==> config.mk <==
export PLATFORM = sky130hd
export DESIGN_NAME = gen_burst_scheduler
export DESIGN_NICKNAME = d
export VERILOG_FILES = /design/src/rtl/gen_sched_pkg.sv /design/src/rtl/sched_cnt.sv /design/src/rtl/gen_burst_scheduler.sv
export SDC_FILE = /design/constraint.sdc
export NUM_CORES = 1
export LEC_CHECK = 0
export BUFFER_PORTS_ARGS = -buffer_cell sky130_fd_sc_hd__buf_2
export CAP_MARGIN = 20
export CORE_ASPECT_RATIO = 1.75
export CORE_MARGIN = 5
export CORE_UTILIZATION = 28
export DETAILED_ROUTE_END_ITERATION = 8
export SETUP_SLACK_MARGIN = 0.15
export SLEW_MARGIN = 15
export SYNTH_ARGS = -nofsm -noshare
export SYNTH_HDL_FRONTEND = slang
export SYNTH_HIERARCHICAL = 1
export SYNTH_SLANG_ARGS = --single-unit
==> constraint.sdc <==
create_clock -name clk -period 6.1 [get_ports clk]
set_clock_uncertainty 0.1 [all_clocks]
set_input_delay 1.22 -clock clk [delete_from_list [all_inputs] [get_ports clk]]
set_output_delay 1.22 -clock clk [all_outputs]
set_load 0.01 [all_outputs]
==> src/rtl/gen_sched_pkg.sv <==
// Shared types and defaults for the burst scheduler and its counters.
package gen_sched_pkg;

    localparam int unsigned CW_DEFAULT = 16;

    typedef enum logic [1:0] {
        IDLE,
        BURST,
        GAP,
        DONE
    } sched_state_t;

endpackage

==> src/rtl/sched_cnt.sv <==
// Span counter with synchronous clear and enable; tc flags the last count of a
// programmed span of `match` cycles.
module sched_cnt
    import gen_sched_pkg::*;
#(
    parameter int unsigned CW = CW_DEFAULT
) (
    input  logic          clk,
    input  logic          rst,
    input  logic          clr,
    input  logic          en,
    input  logic [CW-1:0] match,
    output logic          tc
);

    logic [CW-1:0] count;

    // Clear has priority so a terminal cycle restarts the span in one step.
    always_ff @(posedge clk) begin
        if (rst || clr) begin
            count <= '0;
        end else if (en) begin
            count <= count + CW'(1);
        end
    end

    // Terminal match: the current count is the last one of the span.
    always_comb begin
        tc = (count == match - CW'(1));
    end

endmodule

==> src/rtl/gen_burst_scheduler.sv <==
// Burst scheduler: turns a start command plus burst configuration into the
// data generator's gen strobe, with inter-burst gaps and FIFO back-pressure.
module gen_burst_scheduler
    import gen_sched_pkg::*;
#(
    parameter int unsigned CW = CW_DEFAULT
) (
    input  logic          clk,
    input  logic          rst,
    input  logic          start,
    input  logic          stop,
    input  logic [CW-1:0] cfg_burst_len,
    input  logic [CW-1:0] cfg_gap,
    input  logic [CW-1:0] cfg_num_bursts,
    input  logic          fifo_afull,
    output logic          gen,
    output logic          busy,
    output logic          done,
    output logic [CW-1:0] burst_cnt
);

    sched_state_t  state;
    logic [CW-1:0] len_q;
    logic [CW-1:0] gap_q;
    logic [CW-1:0] num_q;
    logic [CW-1:0] burst_next;
    logic          beat_tc;
    logic          gap_tc;
    logic          last_beat;
    logic          beat_clr;
    logic          gap_en;
    logic          gap_clr;

    // Strobe and counter controls; counters are held at zero outside their state.
    always_comb begin
        gen        = (state == BURST) && !fifo_afull && !stop;
        last_beat  = gen && beat_tc;
        beat_clr   = (state != BURST) || last_beat;
        gap_en     = (state == GAP);
        gap_clr    = (state != GAP) || gap_tc;
        burst_next = burst_cnt + CW'(1);
    end

    sched_cnt #(.CW(CW)) u_beat_cnt (
        .clk   (clk),
        .rst   (rst),
        .clr   (beat_clr),
        .en    (gen),
        .match (len_q),
        .tc    (beat_tc)
    );

    sched_cnt #(.CW(CW)) u_gap_cnt (
        .clk   (clk),
        .rst   (rst),
        .clr   (gap_clr),
        .en    (gap_en),
        .match (gap_q),
        .tc    (gap_tc)
    );

    // Run sequencing, config latches, burst count and registered status outputs.
    always_ff @(posedge clk) begin
        if (rst) begin
            state     <= IDLE;
            len_q     <= '0;
            gap_q     <= '0;
            num_q     <= '0;
            burst_cnt <= '0;
            busy      <= 1'b0;
            done      <= 1'b0;
        end else begin
            done <= 1'b0;
            case (state)
                IDLE: begin
                    if (start && !stop && (cfg_burst_len != '0)) begin
                        len_q     <= cfg_burst_len;
                        gap_q     <= cfg_gap;
                        num_q     <= cfg_num_bursts;
                        burst_cnt <= '0;
                        busy      <= 1'b1;
                        state     <= BURST;
                    end
                end
                BURST: begin
                    if (stop) begin
                        busy  <= 1'b0;
                        state <= IDLE;
                    end else if (last_beat) begin
                        burst_cnt <= burst_next;
                        if ((num_q != '0) && (burst_next == num_q)) begin
                            busy  <= 1'b0;
                            done  <= 1'b1;
                            state <= DONE;
                        end else if (gap_q != '0) begin
                            state <= GAP;
                        end
                    end
                end
                GAP: begin
                    if (stop) begin
                        busy  <= 1'b0;
                        state <= IDLE;
                    end else if (gap_tc) begin
                        state <= BURST;
                    end
                end
                default: begin
                    state <= IDLE;
                end
            endcase
        end
    end

endmodule

==> flow_results.org, run 1 <==
** Setup path
- Data on the critical path arrives at its endpoint at ~4.4 ns.
- Together, buffers and inverters on the worst path number 0.
- Startpoint class of the critical path :: flop
- Critical-path cell with the highest stage delay :: sky130_fd_sc_hd__or4_1
- Critical path cell sequence :: or4_4 > or4_4 > mux2i_1 > mux2i_1 > a21oi_1 > nor4_1 > nand2b_1 > o2bb2ai_1 > nand3_1 > or4_1 > a21oi_1
- Maximum net fanout on the critical path :: 15
- Path type of the worst setup path :: flop to flop
- Broken down by cell family, the worst path's largest delay share belongs to simple AND/OR/NAND/NOR gates.
- STA classifies the critical path endpoint as a flop.
- Slowest stage delay, CP :: 0.67 ns
- STA puts the critical path data required time at 6.27 ns.

** Finish
- The library cell used most frequently in the layout, excluding fill and tap cells, is sky130_fd_sc_hd__nand2_1.
- The filler cells instantiated in the layout total 2180.
- After the last flow step, the layout net total stands at about 850.
- Layout cell share with drive strength beyond 1 :: 14.0%
- Area Growth Syn to Fin :: 15.5%
- 0 antenna diodes ended up in the layout.
- Once layout is complete, the utilization of the core stands at 32.6%.
- Commonest cells after routing, fill and taps aside :: sky130_fd_sc_hd__nand2_1 (125), sky130_fd_sc_hd__dfxtp_1 (100), sky130_fd_sc_hd__a21oi_1 (77)

** Global routing
- Total routing resource utilization after global routing :: 13.3%
- The total overflow left after global routing is 0.
- Pin count of the biggest net entering global routing :: 59
- The number of global-route vias before repair is 5092.
- Number of antenna violations at the first check in global routing :: 0
- Global-route wire length before repair :: 25600 microns

** Timing
- Final hold violations :: 0
- The final-report max-slew violation count came to 0.
- Setup repair after global routing left no endpoint under its margin.
- Tightest Pin Transition :: 0.943 ns
- The routed design could run at a clock period as short as approximately 4.2 ns.
- Number of setup violations in the final report :: 0
- Setup total negative slack on the finished layout was measured at 0 ns.
- Setup slack on the critical path of the routed design comes to 1.87 ns.
- Final clock period utilization by the worst path :: 69.3%
- Derived from the worst setup path, the maximum achievable clock frequency is 237 MHz.
- The worst pin sits at a relative slew slack of 37.1%.

** Hold path
- Tightest Hold Check Type :: flop to flop

** Pwr
- For this design the ratio of total power to cell area is 289 nW/um^2.
- VDD sags by at most 0.136 mV.
- Standby leakage power :: 2.44 nW

** Yosys
- Cell count after synthesis :: roughly 730
- Summing every instance area after synthesis gives 5670 sq um.
- In this run the mean area of a mapped cell was 7.75 sq um.
- The synthesized netlist contains 52 unique library cells.
- Number of enable-type register cells in the synthesized netlist :: 0
- The share of the Yosys chip area taken by registers is 35.3%.
- For this run, the number of Yosys warnings is 6.
- The number of nets handed over by synthesis was 794.
- Primary FF master, synth :: sky130_fd_sc_hd__dfxtp_1
- Synth Register Bits :: 100
- After synthesis, the share of flip-flops with an asynchronous set or reset is 0%.

** Drt
- DRC violation count after routing :: 0
- In this run, the number of DRC markers left after iteration 0 of detailed routing was around 210.
- The first TritonRoute pass finished after 6 iterations.
- WL/cell :: around 15 microns
- Average via count per standard cell :: 4.98
- Antenna Violating Nets Remaining :: 0
- The detailed router placed 5158 vias in this run.
- Sum of routed wire length over all layers :: 15600 microns

** Clock tree
- Worst-case clock buffer depth :: 2
- CTS built an H-tree with a depth of 3.
- The tree built by TritonCTS fans out to 100 sinks.
- Reg clk slew, reported paths :: around 0.070 ns
- TritonCTS built the clock tree.
- In this run the clock root is driven by a sky130_fd_sc_hd__clkbuf_16.
- Once the clock tree was built, the setup fixing pass inserted 0 buffers.
- Post-CTS Hold Buffers :: 0
- Number of clock buffers inserted by TritonCTS :: 9
- At the later pin of the worst-skew pair, clock insertion delay measures 0.34 ns.
- Post-CTS repair changed the size of 0 cells.

** Status
- The flow ran to the end, and the final reports show no timing, DRC or antenna violations.

** Placed design
- Routability-driven placement congestion ratio :: 0.838
- DPL Wire Length :: 11700 microns
- Worst slack at placement :: 1.88 ns
- Port buffer count :: roughly 70

** Die
- Starting density of the core :: around 28%
- Std-Cell Core Area :: 20100 sq um
- Die Y-Extent :: 198 microns
- Top-Level Pins :: 72
- The floorplan has ~70 rows.
- The die covers 23300 sq um.
- Horizontal die dimension :: approximately 120 microns

** Job
- Reported max-cap violation count :: 0
path summary, 6_finish.rpt:
| check | startpoint | end | slack, ns | cells after the start |
|---|---|---|---|---|
| setup / recovery | len_q[3] | burst_cnt[12] | 1.87 | 11 |
| hold reg to reg | num_q[6] | num_q[6] | 0.39 | 2 |
| hold / removal | num_q[6] | num_q[6] | 0.39 | 2 |
| setup reg to reg | len_q[3] | burst_cnt[12] | 1.87 | 11 |
cell type report:
cell class / instances / area (sq um) / area share [%]
multi-input cells: 588 / 3500 / 53.5
flip-flops and latches: 100 / 2000 / 30.6
repair buffers: 74 / 398 / 6.07
well taps: 248 / 310 / 4.74
clock buffers: 10 / 239 / 3.65
clock inverters: 6 / 62.6 / 0.955
inverters: 10 / 37.5 / 0.573
power by group:
group	internal (mW)	total [mW]	switching [mW]
logic	0.236	0.566	0.330
registers	0.692	0.746	0.0541
clock network	0.330	0.583	0.253
synthesized netlist by cell type, types with 2 or more instances:
library cell	n	share of area (%)
sky130_fd_sc_hd__or2b_2	2	0.31
sky130_fd_sc_hd__o211ai_1	2	0.26
sky130_fd_sc_hd__nor4b_1	2	0.31
sky130_fd_sc_hd__or3_1	9	0.99
sky130_fd_sc_hd__nand2_1	125	8.3
sky130_fd_sc_hd__xor2_1	46	7.1
sky130_fd_sc_hd__nand4b_1	4	0.62
sky130_fd_sc_hd__buf_1	2	0.13
sky130_fd_sc_hd__inv_1	9	0.60
sky130_fd_sc_hd__and4_1	4	0.62
sky130_fd_sc_hd__nand4_1	15	1.7
sky130_fd_sc_hd__o221ai_1	3	0.46
sky130_fd_sc_hd__clkbuf_1	29	1.9
sky130_fd_sc_hd__a21oi_1	77	6.8
sky130_fd_sc_hd__or4_1	10	1.3
sky130_fd_sc_hd__a21o_1	7	0.93
sky130_fd_sc_hd__nand2b_1	6	0.66
sky130_fd_sc_hd__or4_4	4	0.79
sky130_fd_sc_hd__nor2_1	74	4.9
sky130_fd_sc_hd__nor3_1	22	1.9
sky130_fd_sc_hd__nor2b_1	3	0.33
sky130_fd_sc_hd__a211o_1	2	0.31
sky130_fd_sc_hd__or2_2	2	0.22
sky130_fd_sc_hd__dfxtp_1	100	35
sky130_fd_sc_hd__nand3_1	25	2.2
sky130_fd_sc_hd__and3_1	9	0.99
sky130_fd_sc_hd__nor3b_1	4	0.53
sky130_fd_sc_hd__and2_1	3	0.33
sky130_fd_sc_hd__xnor2_1	47	7.3
sky130_fd_sc_hd__or3_2	2	0.26
sky130_fd_sc_hd__or3b_1	3	0.46
sky130_fd_sc_hd__o2bb2ai_1	2	0.31
sky130_fd_sc_hd__nor3_2	2	0.35
sky130_fd_sc_hd__o21ai_0	18	1.6
sky130_fd_sc_hd__buf_2	3	0.26
sky130_fd_sc_hd__mux2i_1	8	1.4
sky130_fd_sc_hd__ha_1	9	2.0
sky130_fd_sc_hd__nor4_1	24	2.6
logic make-up (layout without fill, tap and decap cells):
logic type | after synthesis | after routing | synth area share, %
xor gates and xnor gates | 93 | 93 | 14.4
and+or+nand+nor | 359 | 359 | 31.7
DFF | 100 | 100 | 35.3
buffers and inverters | 44 | 100 | 2.98
muxes | 9 | 9 | 1.61
AOI/OAI and AO/OA | 118 | 118 | 12.1
adders and majority gates | 9 | 9 | 1.99
flip-flops by register name (all words and copies together) (netlist names):
name,count
burst_cnt,16
u_beat_cnt/count,16
done,1
num_q,16
gap_q,16
busy,1
len_q,16
u_gap_cnt/count,16
state,2
layer usage:
metal  vias to the layer above  part of all wire, %  GRT usage, %  wire length, microns
met4                         0                  2.8          5.74                   433
li1                       2648                    -             -                     -
met5                         -                    0             0                     0
met1                      2396                   40          14.0                  6210
met2                        92                   54          25.6                  8460
met3                        22                  3.1          2.40                   476
worst reg2reg max path: cells and delay by family, from the launching register on:
family	cells	cell delay, ns
and+or+nand+nor	6	2.89
AOI/OAI and AO/OA	3	0.52
DFF	1	0.37
muxes	2	0.29
stage by stage:
stage	total power, mW	instances	instance area [sq um]	hold slack [ns]
after floorplan	1.18	732	5670	0.345
after global routing	2.02	1036	6550	0.411
after detailed placement	1.33	1019	6220	0.375
after CTS	1.91	1035	6520	0.386
final	1.90	1036	6550	0.385
after global placement	1.32	1019	6220	0.368
Note: power is estimated with default switching activity, not from simulation.
==> run 2: changes to the inputs <==
==> constraint.sdc (replaced) <==
create_clock -name clk -period 4.1 [get_ports clk]
set_clock_uncertainty 0.1 [all_clocks]
set_input_delay 0.82 -clock clk [delete_from_list [all_inputs] [get_ports clk]]
set_output_delay 0.82 -clock clk [all_outputs]
set_load 0.01 [all_outputs]
==> run 2 against run 1 <==
  * Cell area increased by 0.53%
  * Total power is 49% higher
  * Critical path depth grew 2
  * Utilization is 0.17 points higher
  * Worst setup slack lost 1.5 ns
  * Sequential cell count unchanged
  * Final cell count rose by 0.58%
  * First-iteration DRC count up 3.9%
  * Critical endpoint is now state[0]
  * Clock-buffer cell count fell by 1
  * Worst hold slack got worse by 0.0082 ns
==> flow_results.org, run 2 (synthesis gave the netlist of run 1 again) <==
** Status
- The flow ran to the end, and the final reports show no timing, DRC or antenna violations.

** Setup path
- Endpoint kind of the worst setup timing path :: flop
- Path type of the worst setup path :: flop to flop
- RR Endpoint :: state[0]
- Startpoint class of the critical path :: flop
- Cell depth of the worst flop-to-flop path :: 13
- Across all register-to-register paths, the minimum setup slack is about 0.34 ns.
- The largest single stage delay on the critical path is 0.58 ns.
- The slowest stage of the critical path is the sky130_fd_sc_hd__or4_4 cell.
- Reg-to-reg startpoint :: len_q[3]
- Required @ worst endpoint :: 4.29 ns
- Critical path cell sequence :: or4_4 > or4_4 > mux2i_1 > mux2i_1 > a21oi_1 > nor4_2 > nand2b_1 > buf_4 > a21boi_0 > o21ai_0 > or4_1 > nor3_1 > a211o_1
- CP Data Arrival Time :: between 3 and 4 ns
- Of all nets on the critical path, the largest fanout is 7.

** Pwr
- Across the VDD grid, the largest voltage drop is 0.215 mV.
- In this run the static leakage power is 2.46 nW.
- In this run the power density over the cells is 428 nW/um^2.
- Internal power :: approximately 1.8 mW
- Total Power :: between 2 and 3 mW
- Per report_power, the clock group accounts for 30.3% of the total.
- Switching share of power :: 35.4%
- Sw Pwr :: 0.997 mW
- Part of the power in registers :: 39.3%
- Part of the power in combinational logic :: 30.4%

** Timing
- Final total negative setup slack :: 0 ns
- Post-layout minimum cycle time :: 3.76 ns
- Upper clock frequency limit :: 266 MHz
- After layout, the worst path uses around nine tenths of the clock period.
- Setup repair after global routing left no endpoint under its margin.
- Setup violations remaining at the end of the flow were counted as 0.
- Measured against its own limit, the worst slew margin works out to about 34%.
- Tightest Pin Transition :: 0.990 ns
- Final hold violations :: 0
- Count of pins over their slew limit :: 0

** Global routing
- Vias in the first global route :: 5061
- Remaining global-route overflow :: 0
- Total routing resource utilization after global routing :: 13.2%
- Number of antenna violations at the first check in global routing :: 0
- Global-route wire length before repair :: 25500 microns
- Pin count of the biggest net entering global routing :: 49

** Placed design
- DPL Wire Length :: 11700 microns
- Including well taps, the total number of placed cells is 1026.
- Port buffer count :: 71
- Routability-driven placement finished with a final weighted congestion of 0.845.

** Die
- After floorplanning, the core was divided into 69 placement rows.
- The initial utilization of the core area, before any placement, comes to 28.2%.
- Std-Cell Core Area :: 20100 sq um
- The floorplan step set the die height to 198 microns.
- Horizontal die dimension :: 118 microns
- For this design the top-level I/O count stands at 72.
- Die area :: between 20000 and 25000 sq um

** Clock tree
- CTS Root Buffer Type :: sky130_fd_sc_hd__clkbuf_16
- Sinks on Clock Net :: 100
- TritonCTS clock tree :: yes
- CTS built an H-tree with a depth of 3.
- For this design, the CTS-stage hold fixing added 0 buffers.
- Clock Latency Late Sink :: between 0.3 and 0.4 ns
- Number of clock buffers inserted by TritonCTS :: 9
- In this run the deepest clock path goes through 2 buffers.
- After clock tree synthesis, the clock-pin slew on the worst setup and hold paths is roughly 0.080 ns.

** Drt
- After detailed routing, the average wire length per cell comes to between 10 and 15 microns.
- Once detail routing completed, the nets flagged for antenna violations numbered 0.
- In the routed layout, each cell is associated on average with a via count of between 5 and 6.
- The detailed router finished its first iteration with 215 violations.
- Sum of routed wire length over all layers :: 15500 microns
- Vias after detailed routing :: 5219
- First-pass iteration count of the detailed router :: 4
- DRC violation count after routing :: 0

** Finish
- Area Growth Syn to Fin :: 16.1%
- The number of antenna diodes in the final layout is 0.
- Counting the fill cells in the layout gives 2151.
- After the flow finishes, the layout carries non-filler instances totaling 1042.
- Leaving out fill and tap cells, the most frequent cell in the layout is sky130_fd_sc_hd__nand2_1.
- The library cells used most frequently in the layout, excluding fill and tap cells, are sky130_fd_sc_hd__nand2_1 (125), sky130_fd_sc_hd__dfxtp_1 (100), sky130_fd_sc_hd__a21oi_1 (77).
- Cells with a size suffix above 1 make up 14.9% of the layout.
- Number of nets at the end of the flow :: 851

** Hold path
- In this run the most critical hold path is launched from len_q[1].
- Counting instances, the worst hold path has a depth of 2.
- The tightest min-delay check is of the flop to flop type.
- Worst hold path endpoint :: len_q[1]

** Job
- Across the run, the number of max-cap violations was 0.
[run 2: stage by stage]
stage / util (%) / hold slack, ns / cell area (sq um) / setup WS [ns]
2_1_floorplan: - / 0.345 / 5670 / 0.651
3_3_place_gp: 31.2 / 0.363 / 6270 / 0.359
3_5_place_dp: 31.2 / 0.367 / 6270 / 0.281
4_1_cts: 32.7 / 0.378 / 6570 / 0.247
5_1_grt: 32.7 / 0.411 / 6590 / 0.179
6_report: 32.7 / 0.377 / 6590 / 0.342
[run 2: cell type report]
cell class	instances	area, sq um	share of cell area, %
multi-input cells	588	3510	53.4
flip-flops and latches	100	2000	30.4
repair buffers	80	423	6.42
well taps	248	310	4.71
clock buffers	9	225	3.42
clock inverters	7	73.8	1.12
inverters	10	37.5	0.570
[run 2: worst max path at each step]
stage | start | end | slack [ns] | depth (start not counted)
2_1_floorplan | len_q[3] | burst_cnt[14] | 0.65 | 12
3_3_place_gp | len_q[3] | burst_cnt[12] | 0.36 | 12
3_5_place_dp | len_q[3] | burst_cnt[12] | 0.28 | 12
4_1_cts | len_q[3] | burst_cnt[12] | 0.25 | 12
5_1_grt | len_q[3] | state[0] | 0.18 | 13
6_report | len_q[3] | state[0] | 0.34 | 13
[run 2: layer usage]
layer  vias to the layer above  track usage [%]  wire length, microns
li1                       2663                -                     -
met1                      2442             14.2                  6270
met2                        92             25.5                  8400
met3                        22             2.06                   423
met4                         0             5.23                   436
met5                         -                0                     0
[run 2: timing repair]
action                     CTS  global route
resized for setup            0             2
setup endpoints to repair    0             8
setup buffers                0             0
[run 2: worst max-delay path: cells and delay by family, from the launching register on]
kind / cells / cell delay, ns
buffers and inverters: 1 / 0.17
AO/OA/AOI/OAI: 4 / 0.56
flip-flops: 1 / 0.37
multiplexers: 2 / 0.28
AND/OR/NAND/NOR: 6 / 2.22
[run 2: power by group through the flow]
stage	registers, mW	clock network (mW)	logic [mW]
2_1_floorplan	1.11	0	0.647
3_3_place_gp	1.13	0	0.848
3_5_place_dp	1.13	0	0.851
4_1_cts	1.11	0.882	0.855
5_1_grt	1.12	0.925	0.960
6_report	1.11	0.855	0.857
